<file path="src/rtl/muldiv_sequencer_if.sv">
// Handshake and shared-adder bundle between the CPU controller and the mul/div sequencer.
// The controller side uses the master modport, and the sequencer uses the slave modport.
interface muldiv_sequencer_if #(parameter int WIDTH = 16);
  logic             start;
  logic             op;
  logic [WIDTH-1:0] a;
  logic [WIDTH-1:0] b;
  logic             busy;
  logic             done;
  logic [WIDTH-1:0] res_lo;
  logic [WIDTH-1:0] res_hi;
  logic             divzero;
  logic [WIDTH-1:0] add_a;
  logic [WIDTH-1:0] add_b;
  logic             add_sub;
  logic [WIDTH-1:0] add_sum;
  logic             add_cout;

  modport master (
    output start, op, a, b, add_sum, add_cout,
    input  busy, done, res_lo, res_hi, divzero, add_a, add_b, add_sub
  );

  modport slave (
    input  start, op, a, b, add_sum, add_cout,
    output busy, done, res_lo, res_hi, divzero, add_a, add_b, add_sub
  );
endinterface

</file>
<file path="src/rtl/muldiv_sequencer.sv">
// Multi-cycle unsigned shift-add multiply / restoring divide sequencer.
// All arithmetic is done by the shared add/sub unit, which this block drives through the add_* signals.
//   state  | meaning
//   S_IDLE | waiting for start; shared adder is driven quiet
//   S_STEP | one multiply or divide iteration per clock, WIDTH iterations in total
//   S_DONE | one-cycle done pulse; results are valid
module muldiv_sequencer #(
  parameter int WIDTH = 16,
  parameter int CNT_W = 5
) (
  input  logic              clk,
  input  logic              rst,
  muldiv_sequencer_if.slave bus
);

  typedef enum logic [1:0] {S_IDLE, S_STEP, S_DONE} state_t;

  state_t           state_q, state_d;
  logic [WIDTH-1:0] b_q, b_d;
  logic [WIDTH-1:0] hi_q, hi_d;
  logic [WIDTH-1:0] lo_q, lo_d;
  logic [CNT_W-1:0] cnt_q, cnt_d;
  logic             op_q, op_d;
  logic             divzero_q, divzero_d;

  logic [WIDTH-1:0] add_a, add_b;
  logic             add_sub;
  logic [WIDTH-1:0] div_t;
  logic             div_ovf;

  always_ff @(posedge clk or negedge rst) begin
    if (!rst) begin
      state_q   <= S_IDLE;
      b_q       <= '0;
      hi_q      <= '0;
      lo_q      <= '0;
      cnt_q     <= '0;
      op_q      <= 1'b0;
      divzero_q <= 1'b0;
    end else begin
      state_q   <= state_d;
      b_q       <= b_d;
      hi_q      <= hi_d;
      lo_q      <= lo_d;
      cnt_q     <= cnt_d;
      op_q      <= op_d;
      divzero_q <= divzero_d;
    end
  end

  // In a divide, HI/LO hold the remainder and quotient. This is the partial remainder shifted left with the next dividend bit.
  assign div_t   = {hi_q[WIDTH-2:0], lo_q[WIDTH-1]};
  assign div_ovf = hi_q[WIDTH-1];

  always_comb begin
    state_d   = state_q;
    b_d       = b_q;
    hi_d      = hi_q;
    lo_d      = lo_q;
    cnt_d     = cnt_q;
    op_d      = op_q;
    divzero_d = divzero_q;
    add_a     = '0;
    add_b     = '0;
    add_sub   = 1'b0;

    case (state_q)
      S_IDLE: begin
        if (bus.start) begin
          b_d       = bus.b;
          op_d      = bus.op;
          cnt_d     = '0;
          divzero_d = 1'b0;
          if (bus.op && (bus.b == '0)) begin
            lo_d      = '1;
            hi_d      = bus.a;
            divzero_d = 1'b1;
            state_d   = S_DONE;
          end else begin
            hi_d    = '0;
            lo_d    = bus.a;
            state_d = S_STEP;
          end
        end
      end
      S_STEP: begin
        cnt_d = cnt_q + CNT_W'(1);
        if (!op_q) begin
          add_a = hi_q;
          add_b = lo_q[0] ? b_q : '0;
          hi_d  = {bus.add_cout, bus.add_sum[WIDTH-1:1]};
          lo_d  = {bus.add_sum[0], lo_q[WIDTH-1:1]};
        end else begin
          add_sub = 1'b1;
          add_a   = div_t;
          add_b   = b_q;
          if (div_ovf || bus.add_cout) begin
            hi_d = bus.add_sum;
            lo_d = {lo_q[WIDTH-2:0], 1'b1};
          end else begin
            hi_d = div_t;
            lo_d = {lo_q[WIDTH-2:0], 1'b0};
          end
        end
        if (cnt_q == CNT_W'(WIDTH-1)) begin
          state_d = S_DONE;
        end
      end
      S_DONE: begin
        state_d = S_IDLE;
      end
      default: begin
        state_d = S_IDLE;
      end
    endcase
  end

  assign bus.add_a   = add_a;
  assign bus.add_b   = add_b;
  assign bus.add_sub = add_sub;
  assign bus.busy    = (state_q != S_IDLE);
  assign bus.done    = (state_q == S_DONE);
  assign bus.res_lo  = lo_q;
  assign bus.res_hi  = hi_q;
  assign bus.divzero = divzero_q;

endmodule

</file>
<file path="src/flat_wrapper.sv">
// flat-port wrapper written by rule: the top's interface ports become plain ports
module muldiv_sequencer_flat 
#(
  parameter int WIDTH = 16,
  parameter int CNT_W = 5
)
  (clk, rst, bus_start, bus_op, bus_a, bus_b, bus_add_sum, bus_add_cout, bus_busy, bus_done, bus_res_lo, bus_res_hi, bus_divzero, bus_add_a, bus_add_b, bus_add_sub);
  muldiv_sequencer_if #(.WIDTH(WIDTH)) bus_i ();
  input  logic clk;
  input  logic rst;
  input wire logic [$bits(bus_i.start)-1:0] bus_start;
  input wire logic [$bits(bus_i.op)-1:0] bus_op;
  input wire logic [$bits(bus_i.a)-1:0] bus_a;
  input wire logic [$bits(bus_i.b)-1:0] bus_b;
  input wire logic [$bits(bus_i.add_sum)-1:0] bus_add_sum;
  input wire logic [$bits(bus_i.add_cout)-1:0] bus_add_cout;
  output wire logic [$bits(bus_i.busy)-1:0] bus_busy;
  output wire logic [$bits(bus_i.done)-1:0] bus_done;
  output wire logic [$bits(bus_i.res_lo)-1:0] bus_res_lo;
  output wire logic [$bits(bus_i.res_hi)-1:0] bus_res_hi;
  output wire logic [$bits(bus_i.divzero)-1:0] bus_divzero;
  output wire logic [$bits(bus_i.add_a)-1:0] bus_add_a;
  output wire logic [$bits(bus_i.add_b)-1:0] bus_add_b;
  output wire logic [$bits(bus_i.add_sub)-1:0] bus_add_sub;
  assign bus_i.start = bus_start;
  assign bus_i.op = bus_op;
  assign bus_i.a = bus_a;
  assign bus_i.b = bus_b;
  assign bus_i.add_sum = bus_add_sum;
  assign bus_i.add_cout = bus_add_cout;
  assign bus_busy = bus_i.busy;
  assign bus_done = bus_i.done;
  assign bus_res_lo = bus_i.res_lo;
  assign bus_res_hi = bus_i.res_hi;
  assign bus_divzero = bus_i.divzero;
  assign bus_add_a = bus_i.add_a;
  assign bus_add_b = bus_i.add_b;
  assign bus_add_sub = bus_i.add_sub;
  muldiv_sequencer #(.WIDTH(WIDTH), .CNT_W(CNT_W)) u_core (.clk(clk), .rst(rst), .bus(bus_i));
endmodule
</file>
<file path="config.mk">
export PLATFORM = sky130hd
export DESIGN_NAME = muldiv_sequencer_flat
export DESIGN_NICKNAME = d
export VERILOG_FILES = /design/src/rtl/muldiv_sequencer_if.sv /design/src/rtl/muldiv_sequencer.sv /design/src/flat_wrapper.sv
export SDC_FILE = /design/constraint.sdc
export NUM_CORES = 1
export LEC_CHECK = 0
export CORE_MARGIN = 2
export CORE_UTILIZATION = 45
export DETAILED_ROUTE_END_ITERATION = 7
export GPL_TIMING_DRIVEN = 0
export PLACE_DENSITY = 0.91
export SLEW_MARGIN = 20
export SYNTH_ARGS = -nofsm -noshare
export SYNTH_HDL_FRONTEND = slang
export SYNTH_SLANG_ARGS = --single-unit
</file>
<file path="constraint.sdc">
create_clock -name clk -period 2.4 [get_ports clk]
set_input_delay 0.36 -clock clk [delete_from_list [all_inputs] [get_ports clk]]
set_output_delay 0.36 -clock clk [all_outputs]
set_load 0.02 [all_outputs]
</file>
==> results.md, run 1 <==
* VDD IR max at around 800 uV
* Layout cell share with drive strength beyond 1 at 6.60%
* CP Data Required Time at 2.04 ns
* Drt drc at 0
* Seq cells post-synth at 57
* Layout area overhead at 43.0%
* CTS Buf Count at 9
* Least-Margin Pin Slew at just over 0.7 ns
* HPWL after DPL at slightly above 8000 um
* GRT Util Overall at about 27%
* Syn Area/Cell at approximately 8.7 um2
* Vias in the first global route at 3,651
* Slew HR at between 50% and 60%
* Post-Syn Instances at slightly below 400
* Initial antenna violation count at 0
* Top post-synthesis cells by area: dfrtp_1 (41%), nand2_1 (7.5%), mux2i_1 (7.3%)
* Worst Hold Class: primary input to asynchronous set/reset pin
* Period utilization at a little over nine tenths
* PD cells at roughly 1500 mW/mm2
* Input/output buffers at 120
* Layout Skew at 0.00750 ns
* RSZ-0062 raised after global routing: false
* H-tree depth at 3
* CTS max path bufs at 2
* Crit. End Element: primary output
* Max stage delay cell, worst path: clkdlybuf4s50_1
* I/O pins at about 120
* Iter 0 DRT Violations at 280
* Synth cell types at 40
* Top FF cell, synth: dfrtp_1
* Wirelength per Cell at approximately 18 um
* Die X at between 90 and 100 um
* Final nets at 582
* Post-layout util at ~67%
* Seq/Total Area, Yosys at between 40% and 50%
* Critical Path Max Stage Delay at between 0.6 and 0.7 ns
* Fmax at roughly 430 MHz
* Congestion Overflow GR at 0
* Async S/R FF share, synth at 100%
* Routed WL at 11,100 um
* Post-synth top area cell: dfrtp_1
* Starting Density at between 40% and 50%
* CTS tree: done
* Root Buffer: clkbuf_8
* Synth Warn # at 0
* Final setup TNS at 0 ns
* Worst-skew pair later-pin latency at 0.34 ns
* DR pass1 iterations at 4
* LEAKAGE at around 0.0023 uW
* Slew Viols, Final at 0
* Post-synth top area share at 41.3%
* Cells along the critical path: nand2b_1 -> nor2_4 -> and2_1 -> clkdlybuf4s50_1
* Routability cong. at a little under 0.9
* Max-Cap Viols at 0
* Final hold violation count at 0
* CP startpoint kind: flip-flop
* N_diodes at 0
* Top Family by Delay on Critical Path: simple AND/OR/NAND/NOR gates
* Worst Path Max Fanout at 7
* Final setup viols at 0
* Crit Path Class: flip-flop to primary output
* Largest net degree at the start of global routing at 58
* CP arrival at 1.98 ns
* Vias at 3,672
* Row count at 31
* Die height at ~92 um
* Die footprint at about 0.0084 mm2
* CORE AREA at between 0.007 and 0.008 mm2
* Vias per cell at around 5.8
* Place WS at -0.419 ns
* Final min period at ~2.3 ns
* Clk sinks at between 50 and 60
* Number of enable flip-flop cells after synthesis at 0
* Buf/Inv on CP at 1
* Mapped Area at between 0.003 and 0.004 mm2
* Setup ws final at 0.0622 ns
* Post-synth net total at around 450
* Antenna viol nets, final at 0
* Status: complete, no violations
* Clk slew on worst S/H paths at roughly 0.07 ns
* Cts hold-fix bufs at 0
* Global-route wire length before repair at 18,400 um
## placed cells by master (no fill, tap or decap), types with 11 or more instances in the layout
cell type,count
clkdlybuf4s50_1,92
nand2_1,69
dfrtp_1,56
o21ai_0,32
nor2_1,26
mux2i_1,25
dlygate4sd2_1,23
o22ai_1,20
clkbuf_1,19
inv_1,18
a21o_1,18
and2_1,17
o311a_1,15
clkbuf_8,11
## report_power, final
part / leakage (uW) / total (uW) / switching, uW / internal (uW)
Clock: 0.0000826 / 784 / 363 / 421
Sequential: 0.000683 / 1870 / 438 / 1440
Combinational: 0.00152 / 4620 / 2580 / 2040
Total: 0.00229 / 7280 / 3380 / 3900
## worst register-to-register path: stages (launching register included)
cell and delay (ns):
dfrtp_1 0.46, nor2_1 0.19, nand2_1 0.26, nor4_4 0.58
buf_2 0.36, a21o_1 0.16
## final cells by class
type,instances,area (um2)
well taps,99,124
multi-input cells,291,1840
inverters,18,67.6
fillers,593,2400
plain buffers,27,116
flip-flops and latches,57,1430
clock buffers,14,163
repair buffers,123,1190
## stage by stage
| step | area, um2 | total power (uW) | instances | hold slack (ns) |
|---|---|---|---|---|
| final | 4930 | 7280 | 629 | 0.0863 |
| after global routing | 4930 | 7770 | 629 | 0.147 |
| after detailed placement | 4770 | 6620 | 616 | 0.454 |
| after CTS | 4940 | 7260 | 631 | 0.112 |
| after floorplan | 3450 | 4610 | 397 | 0.0644 |
| after global placement | 4770 | 6470 | 616 | 0.451 |
## layer usage
metal	up-vias	track usage (%)	wire length, um
li1	1667	-	-
met1	1705	35.8	4460
met2	260	42.6	5080
met3	40	7.80	1250
met4	0	11.7	309
met5	-	0	0
## timing repair
| action | CTS | global route |
|---|---|---|
| setup buffers | 3 | 0 |
| endpoints found under the setup margin | 33 | 23 |
| pin swaps | 0 | 1 |
| gates resized for setup | 38 | 8 |
## worst paths after layout
check	to	cells past startpoint	start	slack (ns)
max	bus_add_b[4]	4	u_core.state_q[1]	0.06
max reg2reg	u_core.bus.res_hi[4]	5	u_core.state_q[0]	0.34
min in group clk	u_core.b_q[3]	2	u_core.b_q[3]	0.47
min reg2reg	u_core.b_q[3]	2	u_core.b_q[3]	0.47
max in group asynchronous	u_core.op_q	1	rst	1.81
min	u_core.bus.res_hi[15]	1	rst	0.09
## registers in the layout, indices dropped and copies added (netlist names)
signal              count
u_core.b_q             16
u_core.bus.res_hi      16
u_core.bus.res_lo      16
u_core.cnt_q            5
u_core.state_q          2
u_core.bus.divzero      1
u_core.op_q             1
## Yosys cell counts, types with 4 or more instances
| library cell | number |
|---|---|
| nand2_1 | 69 |
| dfrtp_1 | 57 |
| o21ai_0 | 32 |
| nor2_1 | 27 |
| clkbuf_1 | 25 |
| mux2i_1 | 25 |
| o22ai_1 | 20 |
| a21o_1 | 18 |
| inv_1 | 18 |
| and2_1 | 17 |
| o311a_1 | 15 |
| o211ai_1 | 9 |
| o22a_1 | 9 |
| a21oi_1 | 8 |
| o21ai_1 | 8 |
| mux2_1 | 5 |
| buf_1 | 4 |
| nand3_1 | 4 |
## cell families (layout without fill, tap and decap cells)
group | count (synthesis) | after routing | share of synthesized area, %
XOR/XNOR | 1 | 1 | 0.254
adder cells (fa/ha/maj) | 2 | 2 | 0.725
multiplexers | 31 | 31 | 9.21
AND/OR/NAND/NOR | 133 | 133 | 18.5
flip-flops | 57 | 57 | 41.3
AO/OA/AOI/OAI | 124 | 124 | 24.6
buffers and inverters | 49 | 182 | 5.40
Power figures use the tool's default switching activity.
==> run 2, diff against run 1 <==
- CORE_MARGIN: 2 -> 1
- CTS_CLUSTER_SIZE: default -> 12
- SETUP_SLACK_MARGIN: default -> 0.05
==> results.md, run 2 (same netlist as run 1, synthesis figures left out) <==
* # placed instances at 616 (unchanged)
* Crit path depth at 5 (+1)
* Max stage delay cell, worst path: dfrtp_1
* Least-Margin Pin Slew at 0.739 ns (+0.0210 ns)
* Starting Density at 47.1% (unchanged)
* Layout Skew at 0.0129 ns (+0.00538 ns)
* R2R Setup Slk at 0.48 ns (+0.14 ns)
* Met3 Use GR at 7.20% (-0.60 points)
* Status: complete, no violations
* Final setup viols at 0 (unchanged)
* I/O pins at 121 (unchanged)
* VDD IR max at 775 uV (-3.2%)
* HPWL after DPL at 7820 um (-3.0%)
* Die height at 89.6 um (-2.2%)
* Critical Path Max Stage Delay at 0.44 ns (-0.17 ns)
* DR pass1 iterations at 5 (+1)
* Wirelength per Cell at 17.3 um (-1.9%)
* Congestion Overflow GR at 0 (unchanged)
* Final min period at 2.28 ns (-0.0610 ns)
* CTS max path bufs at 2 (unchanged)
* CP Data Required Time at 2.04 ns (about the same)
* CTS tree: done
* Global routing's busiest layer: met2
* FF-to-FF End: u_core.bus.res_lo[6]
* Antenna viol nets, final at 0 (unchanged)
* Worst Setup EP: bus_add_a[15]
* Clk slew on worst S/H paths at 0.07 ns (about the same)
* Worst-skew pair later-pin latency at 0.34 ns (about the same)
* Commonest non-fill, non-tap cells in the layout: clkdlybuf4s50_1 (86), nand2_1 (69), dfrtp_1 (57)
* GRT Util Overall at 27.9% (+0.49 points)
* Drt drc at 0 (unchanged)
* Met2 Usage GRT at 46.0% (+3.4 points)
* Crit. End Element: primary output
* Die footprint at 0.00802 mm2 (-4.3%)
* R2r worst-path depth at 5 (unchanged)
* CORE AREA at 0.00733 mm2 (unchanged)
* Critical Path Start: u_core.state_q[1]
* Top Family by Delay on Critical Path: buffers and inverters
* Slew HR at 50.7% (-1.4 points)
* Vias per cell at 5.91 (+1.2%)
* PD cells at 1470 mW/mm2 (-0.18%)
* Reg-to-reg startpoint: u_core.state_q[1]
* Layout cell share with drive strength beyond 1 at 8.63% (+2.0 points)
* RSZ-0062 raised after global routing: false
* Root Buffer: clkbuf_8
* Commonest non-fill, non-tap cell in the layout: clkdlybuf4s50_1
* Routability cong. at 0.896 (+0.38%)
* Vias in the first global route at 3,604 (-1.3%)
* Crit Path Class: flip-flop to primary output
* LEAKAGE at 0.00237 uW (+3.9%)
* Final hold slack at 0.0868 ns (+0.000535 ns)
* Final setup TNS at 0 ns (unchanged)
* Buf/Inv on CP at 3 (+2)
* Initial antenna violation count at 0 (unchanged)
* Global-route wire length before repair at 17,100 um (-6.9%)
* Period utilization at 94.9% (-2.5 points)
* Place WS at -0.395 ns (+0.0246 ns)
* Cells along the critical path: nand2b_1 -> buf_2 -> clkbuf_4 -> nor2_1 -> dlygate4sd2_1
* Setup ws final at 0.123 ns (+0.0610 ns)
* Clk sinks at 57 (unchanged)
* H-tree depth at 3 (unchanged)
* Final hold violation count at 0 (unchanged)
* Fmax at 439 MHz (+2.7%)
* Filler Cell Count at 561 (-5.4%)
* Die X at 89.6 um (-2.2%)
* CP startpoint kind: flip-flop
* Total Power at 7300 uW (+0.25%)
* Slew Viols, Final at 0 (unchanged)
* Worst Hold Class: primary input to asynchronous set/reset pin
* Layout area overhead at 43.6%
* Row count at 31 (unchanged)
* CP arrival at 1.92 ns (-0.06 ns)
* Input/output buffers at 120 (unchanged)
* Worst Path Max Fanout at 10 (+3)
* Routed WL at 10,900 um (-1.5%)
* Max-Cap Viols at 0 (unchanged)
* Final nets at 583 (+0.17%)
* Iter 0 DRT Violations at 294 (+5.0%)
* Largest net degree at the start of global routing at 58 (unchanged)
* Vias at 3,735 (+1.7%)
* Fin cells at 632 (+0.48%)
* M1 GR Usage at 35.8% (+0.053 points)
* CTS Buf Count at 9 (unchanged)
* Cts hold-fix bufs at 0 (unchanged)
* N_diodes at 0 (unchanged)
run 2: cell count changes in the layout (fill, tap and decap cells not counted), moves of 3 or more:
cell,before,now
clkbuf_2,5,11
clkbuf_4,1,4
dlymetal6s2s_1,1,7
clkinv_2,0,3
clkdlybuf4s15_1,2,6
dlygate4sd2_1,23,11
clkdlybuf4s50_1,92,86
run 2: power by group:
part           internal (uW)  total [uW]  switching [uW]
registers               1430        1870             437
logic                   2040        4610            2580
clock network            426         812             386
run 2: worst min path at each step:
stage | from | endpoint | slack (ns) | cells after the start
final | rst | u_core.bus.res_lo[12] | 0.09 | 1
after global routing | rst | u_core.bus.res_lo[11] | 0.15 | 1
after CTS | rst | u_core.b_q[14] | 0.10 | 1
after detailed placement | u_core.b_q[3] | u_core.b_q[3] | 0.45 | 2
after global placement | u_core.b_q[0] | u_core.b_q[0] | 0.45 | 2
after floorplan | rst | u_core.b_q[0] | 0.06 | 0
run 2: timing repair:
action | CTS | global route
setup endpoints to repair | 33 | 43
buffers inserted | 0 | 1
gates cloned | 0 | 0
gates resized for setup | 45 | 35
pin swaps | 0 | 2
run 2: through the flow:
stage	area, um2	utilization, %
finish	4950	67.6
global route	4950	67.6
CTS	4950	67.5
detailed placement	4770	65.1
global placement	4770	65.1
floorplan	3450	-
run 2: layer usage:
| layer | up-vias | wire (um) |
|---|---|---|
| li1 | 1680 | - |
| met3 | 30 | 1130 |
| met4 | 0 | 189 |
| met1 | 1768 | 4460 |
| met5 | - | 0 |
| met2 | 257 | 5150 |
run 2: final cells by class:
cell class / instances / area [um2] / share of cell area, %
inverters: 18 / 67.6 / 1.36
flip-flops and latches: 57 / 1430 / 28.8
clock inverters: 3 / 15.0 / 0.303
multi-input cells: 291 / 1850 / 37.3
clock buffers: 13 / 159 / 3.21
well taps: 99 / 124 / 2.50
repair buffers: 121 / 1160 / 23.5
plain buffers: 30 / 151 / 3.06
run 2: worst register-to-register path, stage by stage, from the launching register on:
cell and delay (ns):
dfrtp_1 0.44, o21ba_2 0.29, clkbuf_1 0.43, buf_1 0.42, o22ai_1 0.15, a21oi_1 0.13
